==> src/rtl/rq_poly_add_seq.sv <==
// Rq coefficient adder (n=701, q=2^13): one pair per handshake through a 4-bit ripple chain.
// Define RQ_POLY_SUB_EN to add a sub_i port that selects (a-b) mod q for a whole frame.
//
// state   | meaning
// S_IDLE  | waiting for start_i, no pairs accepted
// S_RUN   | accepting pairs until coefficient N-1 is taken
// S_DRAIN | all pairs taken, waiting for the last result to be handed off

module adder4bit (
  input  logic [3:0] a_i,
  input  logic [3:0] b_i,
  input  logic       cin_i,
  output logic [3:0] s_o,
  output logic       cout_o
);
  assign {cout_o, s_o} = {1'b0, a_i} + {1'b0, b_i} + {4'b0000, cin_i};
endmodule

module rq_poly_add_seq #(
  parameter int N      = 701,
  parameter int Q_BITS = 13,
  parameter int IDX_W  = 10
) (
  input  logic              clk_i,
  input  logic              rst_i,
  input  logic              start_i,
`ifdef RQ_POLY_SUB_EN
  input  logic              sub_i,
`endif
  output logic              busy_o,
  output logic              done_o,
  input  logic              in_valid_i,
  output logic              in_ready_o,
  input  logic [Q_BITS-1:0] in_a_i,
  input  logic [Q_BITS-1:0] in_b_i,
  output logic              out_valid_o,
  input  logic              out_ready_i,
  output logic [Q_BITS-1:0] out_c_o,
  output logic [IDX_W-1:0]  out_idx_o,
  output logic              out_last_o
);

  localparam int NCHUNK = (Q_BITS + 3) / 4;
  localparam int PAD_W  = NCHUNK * 4;
  localparam logic [IDX_W-1:0] LAST_IDX = IDX_W'(N - 1);

  typedef enum logic [1:0] {S_IDLE, S_RUN, S_DRAIN} state_t;

  state_t state_q, state_d;

  logic [IDX_W-1:0]  idx_q, idx_d;
  logic [Q_BITS-1:0] out_c_q, out_c_d;
  logic [IDX_W-1:0]  out_idx_q, out_idx_d;
  logic              out_last_q, out_last_d;
  logic              out_valid_q, out_valid_d;
  logic              done_q, done_d;
  logic              sub_q;

  logic accept;
  logic out_hs;
  logic start_ok;
  logic idx_at_last;

  // ---------------- datapath: ripple of 4-bit adders ----------------
  logic [PAD_W-1:0]  a_ext, b_ext, sum_full;
  logic [NCHUNK:0]   carry;
  logic [Q_BITS-1:0] sum;
  logic [PAD_W:0]    unused_sum_hi;

  assign a_ext    = PAD_W'(in_a_i);
  // Subtraction is a + ~b + 1 over the padded width; truncation keeps it mod q.
  assign b_ext    = sub_q ? ~PAD_W'(in_b_i) : PAD_W'(in_b_i);
  assign carry[0] = sub_q;

  for (genvar g = 0; g < NCHUNK; g++) begin : g_chain
    adder4bit u_add (
      .a_i    (a_ext[4*g +: 4]),
      .b_i    (b_ext[4*g +: 4]),
      .cin_i  (carry[g]),
      .s_o    (sum_full[4*g +: 4]),
      .cout_o (carry[g+1])
    );
  end

  assign sum           = sum_full[Q_BITS-1:0];
  assign unused_sum_hi = {carry[NCHUNK], sum_full};

  // ---------------- handshake terms ----------------
  assign idx_at_last = (idx_q == LAST_IDX);
  assign start_ok    = (state_q == S_IDLE) && start_i;
  assign accept      = in_valid_i && in_ready_o;
  assign out_hs      = out_valid_q && out_ready_i;

  // ---------------- FSM: state register ----------------
  always_ff @(posedge clk_i or posedge rst_i) begin
    if (rst_i) begin
      state_q <= S_IDLE;
    end else begin
      state_q <= state_d;
    end
  end

  // ---------------- FSM: next state ----------------
  always_comb begin
    state_d = state_q;
    case (state_q)
      S_IDLE: begin
        if (start_i) state_d = S_RUN;
      end
      S_RUN: begin
        if (accept && idx_at_last) state_d = S_DRAIN;
      end
      S_DRAIN: begin
        if (out_hs && out_last_q) state_d = S_IDLE;
      end
      default: state_d = S_IDLE;
    endcase
  end

  // ---------------- FSM: outputs ----------------
  always_comb begin
    busy_o     = 1'b0;
    in_ready_o = 1'b0;
    case (state_q)
      S_RUN: begin
        busy_o     = 1'b1;
        in_ready_o = !out_valid_q || out_ready_i;
      end
      S_DRAIN: begin
        busy_o = 1'b1;
      end
      default: begin
        busy_o     = 1'b0;
        in_ready_o = 1'b0;
      end
    endcase
  end

  // ---------------- index and output register ----------------
  always_comb begin
    idx_d       = idx_q;
    out_c_d     = out_c_q;
    out_idx_d   = out_idx_q;
    out_last_d  = out_last_q;
    out_valid_d = out_valid_q;
    done_d      = (state_q == S_DRAIN) && out_hs && out_last_q;

    if (start_ok) begin
      idx_d = '0;
    end

    if (accept) begin
      out_c_d     = sum;
      out_idx_d   = idx_q;
      out_last_d  = idx_at_last;
      out_valid_d = 1'b1;
      if (!idx_at_last) idx_d = idx_q + IDX_W'(1);
    end else if (out_hs) begin
      out_valid_d = 1'b0;
    end
  end

  always_ff @(posedge clk_i or posedge rst_i) begin
    if (rst_i) begin
      idx_q       <= '0;
      out_c_q     <= '0;
      out_idx_q   <= '0;
      out_last_q  <= 1'b0;
      out_valid_q <= 1'b0;
      done_q      <= 1'b0;
    end else begin
      idx_q       <= idx_d;
      out_c_q     <= out_c_d;
      out_idx_q   <= out_idx_d;
      out_last_q  <= out_last_d;
      out_valid_q <= out_valid_d;
      done_q      <= done_d;
    end
  end

`ifdef RQ_POLY_SUB_EN
  // Operation is frozen for the frame at the accepted start.
  always_ff @(posedge clk_i or posedge rst_i) begin
    if (rst_i) begin
      sub_q <= 1'b0;
    end else if (start_ok) begin
      sub_q <= sub_i;
    end
  end
`else
  assign sub_q = 1'b0;
`endif

  assign out_c_o     = out_c_q;
  assign out_idx_o   = out_idx_q;
  assign out_last_o  = out_last_q;
  assign out_valid_o = out_valid_q;
  assign done_o      = done_q;

endmodule

==> config.mk <==
export PLATFORM = sky130hd
export DESIGN_NAME = rq_poly_add_seq
export DESIGN_NICKNAME = d
export VERILOG_FILES = /design/src/rtl/rq_poly_add_seq.sv
export SDC_FILE = /design/constraint.sdc
export NUM_CORES = 1
export LEC_CHECK = 0
export CORE_MARGIN = 2
export CORE_UTILIZATION = 54
export CTS_BUF_LIST = sky130_fd_sc_hd__clkbuf_4
export DETAILED_ROUTE_END_ITERATION = 12
export PLACE_DENSITY = 0.86
export REMOVE_ABC_BUFFERS = 1
export SKIP_CTS_REPAIR_TIMING = 1
export SYNTH_ARGS = -nofsm -noshare
export SYNTH_HDL_FRONTEND = slang
export SYNTH_SLANG_ARGS = --single-unit
==> constraint.sdc <==
create_clock -name clk_i -period 2.2 [get_ports clk_i]
set_input_delay 0.44 -clock clk_i [delete_from_list [all_inputs] [get_ports clk_i]]
set_output_delay 0.44 -clock clk_i [all_outputs]
set_load 0.03 [all_outputs]
== After elaboration in Yosys (flattened, before gate mapping) ==
Index checks and enable logic that the tools add are counted.
Word-level totals
  register bits after elaboration: 38
  input bits: 31
  word-level logic and storage cells: 45
  output and inout bits: 28
Cells by class
  mux-type cells: 11
  $add $sub $neg: 8
  equality and inequality tests: 6
  reductions and logical operators: 13
Operators by type and width (count)
  two-way mux 10 bit: 3
  adder 4 x 4 -> 5 bit: 3
  adder 10 x 1 -> 10 bit, second input constant: 1
  adder 5 x 1 -> 5 bit: 2
  equality test 10 bit, second input constant: 1
  logical AND 1 bit: 7
  two-way mux 2 bit: 3
  inequality test 2 bit, second input constant: 3
  case mux 2 bit (3 select lines): 1
  two-way mux 1 bit: 4
  AND reduction 3 bit: 1
  adder 1 bit: 2
  equality test 2 x 1 -> 1 bit, second input constant: 1
  equality test 2 bit, second input constant: 1
  zero test 2 bit: 1
  nonzero test 2 bit: 1
  OR reduction 2 bit: 1
  zero test 1 bit: 1
  logical OR 1 bit: 1

== Logic depth before layout (Yosys ltp) ==
  depth after elaboration: 7
  gate-level depth with buffers: 14

== Cells and area by module ==
Synthesis repeated with hierarchy kept, for this count alone.
Unflattened totals
  cells, all modules: 255
  area total of the unflattened synthesis: 2329.7 um^2
Modules (own cells, without submodules)
  rq_poly_add_seq: cells an instance 191, instances 1, sequential area each 950.9 um^2, area each 1754.2 um^2
  adder4bit: cells an instance 16, instances 4, sequential area each 0.0 um^2, area each 143.9 um^2

== Least setup slack after synthesis ==
Ideal clock, no wire load.
  kind: in2reg
  from: input in_a_i[0]
  to: register out_c_q[12], in the netlist out_c_o[12]
  stages on the path: 14
  slack: -1764 ps
  required time: 2068 ps
  arrival: 3832 ps
  cell sequence: ha_1 -> fa_1 -> a21o_1 -> a21o_1 -> fa_1 -> fa_1 -> a21o_1 -> a21o_1 -> fa_1 -> fa_1 -> a21o_1 -> a21oi_1 -> xnor2_1 -> o21ai_1
On the way
  word-level cells in the longest chain between the ends: 4
RTL lines
  start, declared: line 34  | input logic [Q_BITS-1:0] in_a_i,
  adder 4 x 4 -> 5 bit: line 16  | assign {cout_o, s_o} = {1'b0, a_i} + {1'b0, b_i} + {4'b0000, cin_i};
  adder 5 x 1 -> 5 bit (2 in a row): line 16
  adder 1 bit: line 16
  end signal, assigned: line 173  | out_c_q <= out_c_d;
  end, declared: line 52  | logic [Q_BITS-1:0] out_c_q, out_c_d;
Every way passes these cells.
A chain may end at the register's enable or synchronous reset.

== Worst setup path after layout ==
  from: input in_b_i[0]
  to: register out_c_q[12], in the netlist out_c_o[12]
On the way
  word-level cells in the longest chain between the ends: 4
RTL lines
  start, declared: line 35  | input logic [Q_BITS-1:0] in_b_i,
  adder 4 x 4 -> 5 bit: line 16
  adder 5 x 1 -> 5 bit (2 in a row): line 16
  adder 1 bit: line 16
Every way passes these cells.

==> impl_results.md <==
- # port buffers: 58
- Critical Path Source: in_b_i[0]
- RSZ-0062 raised after global routing: true
- # setup viols final: 7
- Worst Path Max Fanout: 2
- # clock sinks: 38
- Reg2reg start: idx_q[0]
- Final net count: about 350
- Final setup skew: 8.13 ps
- Post-route clock period utilization: 163%
- Largest net degree at the start of global routing: 39
- Clock root buffer: clkbuf_4
- First-pass GRT wire length: 7830 microns
- Initial Util: 57.5%
- Syn Area/Cell: between 9 and 10 sq um
- Multi-input combinational cell area: approximately 1200 sq um
- Power Density: 702 nW/um^2
- Antenna viol nets, final: 0
- CP Class: in -> reg
- Peak VDD IR: 376 uV
- Design area: 2990 sq um
- Die Ht: 67.1 microns
- Vias in the first global route: 1709
- Post-synthesis cell area: between 2000 and 2500 sq um
- Vias/cell: 5.33
- Diodes inserted: 0
- Lkg Pwr: 1.46 nW
- Slew Limit Fails: 0
- Initial antenna violation count: 0
- Min Tclk post-route: ~3600 ps
- Num rows: 22
- Post-synthesis register bit count: 38
- Die W: 67.1 microns
- Synth warnings: 0
- Placed cell area: 2850 sq um
- Avg WL per Cell: 14.0 microns
- Worst EP arrival: 3830 ps
- Worst slew margin: roughly two thirds
- DRC violations left: 0
- Min-delay worst type: in -> reg
- Seq/Total Area, Yosys: 44.2%
- Final count of hold timing violations: 0
- I/O pins: 59
- Drt pass-1 iters: 4
- Setup crit start kind: input port
- 1st-iter DRT viols: 91
- Slew @ Worst Pin: 485 ps
- CP endpoint kind: register
- Clk_lat worst skew: 340 ps
- Fmax: 278 MHz
- Final wirelength: ~4800 microns
- Final core occ: about 80%
- Area Overhead vs Synth: 38.9%
- CTS tree: yes
- Overall power: around 0.0021 W
- Gr ovfl total: 0
- Filler cells: 261
- Final setup margin: -1390 ps
- Total GRT Usage: roughly a quarter
- Max-Cap Viols: 0
- Die ar.: 4500 sq um
- Status: complete, but fails checks
- CTS H-tree lvls: 2
- Sum of negative setup slack: -5710 ps
- Core Area: 3740 sq um
- CTS Buffer Depth: 2
- Clock Pin Slew Worst Setup and Hold Paths: 100 ps
- Share of cells above drive strength 1: 12.5%
- Final std cells w/o fill: 344
- Cell count after placement: ~330
- Placer Congestion: 0.879
- TritonCTS buffer count: 5
- Failing checks: negative setup slack
- Total number of vias: 1834
- Worst hold start: in_a_i[0]
- Post-DP HPWL: around 3600 microns
- Seq. cell area: 951 sq um
- Worst Path Required: 2430 ps
- Mapped Cells: 223
- Post-synth cell types: 37
==> state kept, by name (all words and copies together), names as in the netlist <==
name / cells
done_o: 1
out_last_o: 1
idx_q: 10
state_q: 2
out_idx_o: 10
out_c_o: 13
out_valid_o: 1
==> power by group <==
part	leakage, nW	internal, W	switching [W]
logic	0.943	0.000372	0.000428
registers	0.480	0.000821	0.000121
clock network	0.0331	0.000132	0.000222
==> synthesized netlist by cell type <==
library cell	count	area, sq um
o211ai_1	2	15.0
dfrtp_1	38	951
a211o_1	1	8.76
clkbuf_1	4	15.0
and4bb_1	1	12.5
nand3_1	12	60.1
buf_2	2	10.0
nand2b_1	1	6.26
nor2_1	7	26.3
nand4b_1	2	17.5
nor2b_1	2	12.5
a21oi_1	8	40.0
a21bo_1	1	10.0
mux2i_1	2	20.0
a21o_1	8	60.1
and2b_1	1	7.51
a21boi_1	1	7.51
and3_1	2	12.5
nand4_1	1	6.26
and2_1	3	18.8
inv_1	8	30.0
a32o_1	1	10.0
nand4_2	1	12.5
o21ai_1	13	65.1
o31ai_1	1	7.51
nand3b_1	1	7.51
a22o_1	2	17.5
xor2_1	4	35.0
nor4_4	1	21.3
fa_1	5	100
o21ai_0	3	15.0
xnor2_1	8	70.1
ha_1	16	200
a31oi_1	2	12.5
nand2_1	56	210
nor3_2	1	10.0
and4_1	1	8.76
==> final timing paths <==
| check | endpoint | cells past startpoint | slack (ps) |
|---|---|---|---|
| min in group asynchronous | out_idx_o[1] | 3 | 510 |
| max in group asynchronous | out_idx_o[8] | 3 | 1340 |
| worst min-delay path | out_c_o[0] | 4 | 410 |
| worst max register to register | idx_q[5] | 6 | 380 |
| worst min register to register | out_idx_o[2] | 2 | 490 |
| worst max-delay path | out_c_o[12] | 15 | -1390 |
==> through the flow <==
step / hold WS [ps] / setup slack [ps]
2_1_floorplan: 483 / -1790
3_3_place_gp: 457 / -2190
3_5_place_dp: 463 / -2330
4_1_cts: 490 / -1950
5_1_grt: 406 / -1460
6_report: 410 / -1390
==> cell usage in the layout (no fill, tap or decap), drive strengths merged, types with 3 or more instances in the layout <==
master,instances
nor2,7
o21ai,16
inv,8
nand3,12
a21o,8
buf,16
ha,16
fa,5
xnor2,8
clkbuf,6
nand2,56
xor2,4
dfrtp,38
clkdlybuf4s50,50
a21oi,8
dlymetal6s2s,5
and2,3
==> final cells by class <==
cell class | instances | share of cell area (%)
tap | 48 | 2.01
inverter | 8 | 1.01
clock buffer | 6 | 1.51
timing repair buffer | 71 | 23.1
sequential | 38 | 31.8
multi-input combinational | 171 | 40.2
clock inverter | 2 | 0.293
==> logic make-up (layout without fill, tap and decap cells) <==
group | count (synthesis) | in the layout | synth area share (%)
simple gates | 93 | 93 | 20.9
compound gates | 43 | 43 | 12.5
flops | 38 | 38 | 44.2
fa+ha+maj | 21 | 21 | 14.0
buf+inv | 14 | 87 | 2.56
xor+xnor | 12 | 12 | 4.89
mux | 2 | 2 | 0.931
==> routing by layer <==
metal | part of all wire [%] | vias to the layer above | GRT usage [%]
li1 | - | 907 | -
met1 | 41 | 883 | 28.4
met2 | 54 | 38 | 41.6
met3 | 3.9 | 6 | 6.59
met4 | 1.0 | 0 | 5.61
met5 | 0 | - | 0
==> critical path, cell delays in order <==
cell and delay, ps:
buf_6 100, ha_4 160, fa_2 390, a21o_1 170
a21o_1 170, fa_2 390, fa_2 370, a21o_1 180
a21o_1 170, fa_2 410, fa_2 370, a21o_1 170
a21oi_2 130, xnor2_1 120, o21ai_1 80
Note: power is estimated with default switching activity, not from simulation.
==> edit 1: new RTL, config.mk and constraints unchanged <==
Build with the macro `RQ_POLY_SUB_EN` defined.
--- a/src/rtl/rq_poly_add_seq.sv
+++ b/src/rtl/rq_poly_add_seq.sv
@@ -5,6 +5,8 @@
 // S_IDLE  | waiting for start_i, no pairs accepted
 // S_RUN   | accepting pairs until coefficient N-1 is taken
 // S_DRAIN | all pairs taken, waiting for the last result to be handed off
+
+`define RQ_POLY_SUB_EN
 
 module adder4bit (
   input  logic [3:0] a_i,
Interface: changed (added sub_i); port bits go from 59 to 60. The function was not compared with the original's and may differ.
==> edit 1 against the original RTL <==
The run still ends with setup timing left; critical endpoint unchanged; die area grew 7.9%; power up 4.9%; register-to-register slack worse by 1800 ps; design area grew 8.0%; sequential cell count increased by 1; synthesized area increased by 8.4%; global-route usage is 1.5 points lower; routed wire length grew 18%; setup slack worse by 40 ps.
==> edit 1: results (changes against the original RTL) <==
Status: finished, violations left (unchanged)
Violated checks: setup timing (unchanged)
Fin nets: 373 (was 347)
Arrival time worst endpoint: 3870 ps (was 3830 ps)
Worst vdd ir: 0.000403 V (was 0.000376 V)
Total global routing track utilization: 22.0% (was 23.6%)
Largest register FFs: 13 (unchanged)
Summed negative setup slack over all endpoints: -6720 ps (was -5710 ps)
Part of the Yosys area used for sequential elements: 41.9% (was 44.2%)
Switch share: 37.9% (was 36.8%)
Top fanout value on the critical path: 4 (was 2)
Least setup slack across all paths after layout: -1430 ps (was -1390 ps)
Worst Hold Class: reg2reg (was in2reg)
Slowest cell on the critical path: dfrtp_2 (was fa_2)
Maximum cell stage delay along the critical path: 500 ps (was 410 ps)
Setup Slack @ Placement: -2070 ps (was -2330 ps)
Proportion of layout cells with a drive suffix above 1: 19.9% (was 12.5%)
Placer's final routability congestion estimate: 0.891 (was 0.879)
Worst Max-Slew Pin Slew: 490 ps (was 485 ps)
Average routed wire per standard cell: 15.3 um (was 14.0 um)
Power attributed to sequential cells: 965 uW (was 942 uW)
Global-route wire length before repair: 8630 um (was 7830 um)
Final setup violation count: 8 (was 7)
Via count of the first global-routing pass: 1,959 (was 1,709)
Number of design-rule violations left by the first detailed-router iteration: 126 (was 91)
Pint: 1370 uW (was 1330 uW)
Most frequent cells after synthesis: 48 x nand2_1, 39 x dfrtp_1, 20 x o21ai_0 (was 56 x nand2_1, 38 x dfrtp_1, 16 x ha_1)
Pin count of the biggest net entering global routing: 40 (was 39)
Overall via count from detail_route: 1,986 (was 1,834)
Setup clock skew after layout: 10.4 ps (was 8.13 ps)
Clock buffer count from CTS: 5 (unchanged)
# port buffers: 59 (was 58)
Number of library cell types mapped by synthesis: 39 (was 37)
Worst-path clk slew: 120 ps (was 100 ps)
P_clk: 344 uW (was 354 uW)
Static leakage: 0.00158 uW (was 0.00146 uW)
Post-DP HPWL: 3890 um (was 3590 um)
-- edit 1: layout make-up --
class                   count  area [sq um]
clock inverters             2          8.76
inverters                  14          52.6
flip-flops and latches     39           977
multi-input cells         179          1300
well taps                  50          62.6
repair buffers             82           785
clock buffers               5          37.5
fillers                   284           862
-- edit 1: per-layer routing --
metal / track usage, % / vias to the layer above / part of all wire [%]
met2: 36.5 / 72 / 50
met5: 0 / - / 0
met1: 27.3 / 938 / 41
li1: - / 962 / -
met4: 7.91 / 0 / 2.6
met3: 6.54 / 14 / 6.0
-- edit 1: through the flow --
stage | hold slack, ps | instances | util (%) | area, sq um
after global placement | 457 | 358 | 74.8 | 3060
after floorplan | 498 | 232 | - | 2280
after CTS | 490 | 365 | 76.0 | 3100
after detailed placement | 464 | 358 | 74.8 | 3060
final | 483 | 371 | 78.9 | 3220
after global routing | 493 | 371 | 78.9 | 3220
-- edit 1: final timing paths --
path	startpoint	end	slack (ps)	depth (start not counted)
min in group asynchronous	rst_i	out_c_o[3]$_DFFE_PP0P_	520	3
worst max-delay path	sub_q$_DFFE_PP0P_	out_c_o[12]$_DFFE_PP0P_	-1430	17
worst max register to register	sub_q$_DFFE_PP0P_	out_c_o[12]$_DFFE_PP0P_	-1430	17
max in group asynchronous	rst_i	sub_q$_DFFE_PP0P_	1310	3
worst min-delay path	out_idx_o[6]$_DFFE_PP0P_	out_idx_o[6]$_DFFE_PP0P_	480	2
worst min register to register	out_idx_o[6]$_DFFE_PP0P_	out_idx_o[6]$_DFFE_PP0P_	480	2
-- edit 1: cell families after synthesis --
group           after synthesis  synth area share [%]
simple gates                 82                  17.6
compound gates               50                  13.2
flops                        39                  41.9
buf+inv                      25                  4.45
xor+xnor                     22                  8.27
fa+ha+maj                    20                  12.3
mux                           5                  2.31
==> edit 2: new RTL, config.mk and constraints unchanged <==
Without the edit above. The 3 states of `state_t` get a one-hot encoding in 3 bits.
--- a/src/rtl/rq_poly_add_seq.sv
+++ b/src/rtl/rq_poly_add_seq.sv
@@ -44,7 +44,7 @@
   localparam int PAD_W  = NCHUNK * 4;
   localparam logic [IDX_W-1:0] LAST_IDX = IDX_W'(N - 1);
 
-  typedef enum logic [1:0] {S_IDLE, S_RUN, S_DRAIN} state_t;
+  typedef enum logic [2:0] {S_IDLE = 3'b001, S_RUN = 3'b010, S_DRAIN = 3'b100} state_t;
 
   state_t state_q, state_d;
 
Behaviour: same outputs for any inputs over 10 cycles, from zero or initial values and one cycle with rst_i high; not proved beyond that.
==> edit 2 against the original RTL <==
The run still ends with setup timing left; count of clock-buffer cells in the layout shrank 1; sequential cell count rose by 1; design area shrank 0.80%; synthesized area is 2.9% lower; die area down 2.7%; global-route usage shrank 0.40 points; setup slack improved by 35 ps; routed wire length increased by 1.1%; clock skew up 7.5 ps; synthesized cell count decreased by 5.8%; worst hold slack lost 16 ps; power up 21%; critical path depth stayed put; critical path type unchanged; highest routed layer unchanged.
==> edit 2: results (changes against the original RTL) <==
Status: finished, violations left (unchanged)
Violated checks: setup timing (unchanged)
Worst-path clk slew: 130 ps (was 100 ps)
Vias per std cell: 5.50 (was 5.33)
Post-DP HPWL: 3370 um (was 3590 um)
Global-route wire length before repair: 7650 um (was 7830 um)
Number of library cell types mapped by synthesis: 34 (was 37)
Total global routing track utilization: 23.2% (was 23.6%)
Xor/xnor cell area share of the yosys netlist: 3.77% (was 4.89%)
Number of design-rule violations left by the first detailed-router iteration: 108 (was 91)
Static leakage: 0.00142 uW (was 0.00146 uW)
Final setup violation count: 6 (was 7)
R2R setup slack: 300 ps (was 380 ps)
Final std cells w/o fill: 331 (was 344)
Mux contribution to synthesized area: 2.40% (was 0.931%)
Sequential cell fraction of total power: 39.7% (was 45.0%)
Least setup slack across all paths after layout: -1360 ps (was -1390 ps)
Most frequent cells after synthesis: 61 x nand2_1, 38 x dfrtp_1, 12 x ha_1 (was 56 x nand2_1, 38 x dfrtp_1, 16 x ha_1)
Fin nets: 330 (was 347)
Number of cells after detailed placement: 319 (was 334)
Synthesized-area fraction occupied by ao, oa, aoi and oai cells: 11.6% (was 12.5%)
Part of the Yosys area used for sequential elements: 46.8% (was 44.2%)
Hold Worst Slack: 394 ps (was 410 ps)
Worst Max-Slew Pin Slew: 599 ps (was 485 ps)
Pin count of the biggest net entering global routing: 23 (was 39)
Arithmetic-cell share of the synthesized area counting full adders, half adders and majority gates: 12.0% (was 14.0%)
Via count of the first global-routing pass: 1,821 (was 1,709)
## edit 2: area by class of cell
class / instances / area share (%)
sequential: 39 / 33.0
tap: 48 / 2.03
multi-input combinational: 160 / 38.4
clock inverter: 3 / 0.676
inverter: 3 / 0.380
clock buffer: 5 / 1.27
timing repair buffer: 73 / 24.2
## edit 2: per-stage QoR
step           setup slack (ps)  instance area (sq um)
6_report                  -1360                   2960
5_1_grt                   -1470                   2960
4_1_cts                   -1960                   2850
3_5_place_dp              -2340                   2790
3_3_place_gp              -2250                   2790
2_1_floorplan             -1800                   2060
## edit 2: worst reg2reg max path: stages (launching register included)
cell and delay [ps]:
dfrtp_1 470, inv_1 90, ha_1 210, nor4bb_1 160
and3_1 270, or4_1 490, a21oi_1 150
## edit 2: per-layer routing
layer | wire length (um) | vias up | global-route usage (%)
met3 | 290 | 9 | 7.84
met2 | 2640 | 60 | 39.8
met1 | 1870 | 877 | 25.9
li1 | - | 876 | -
met5 | 0 | - | 0
met4 | 78 | 0 | 10.2
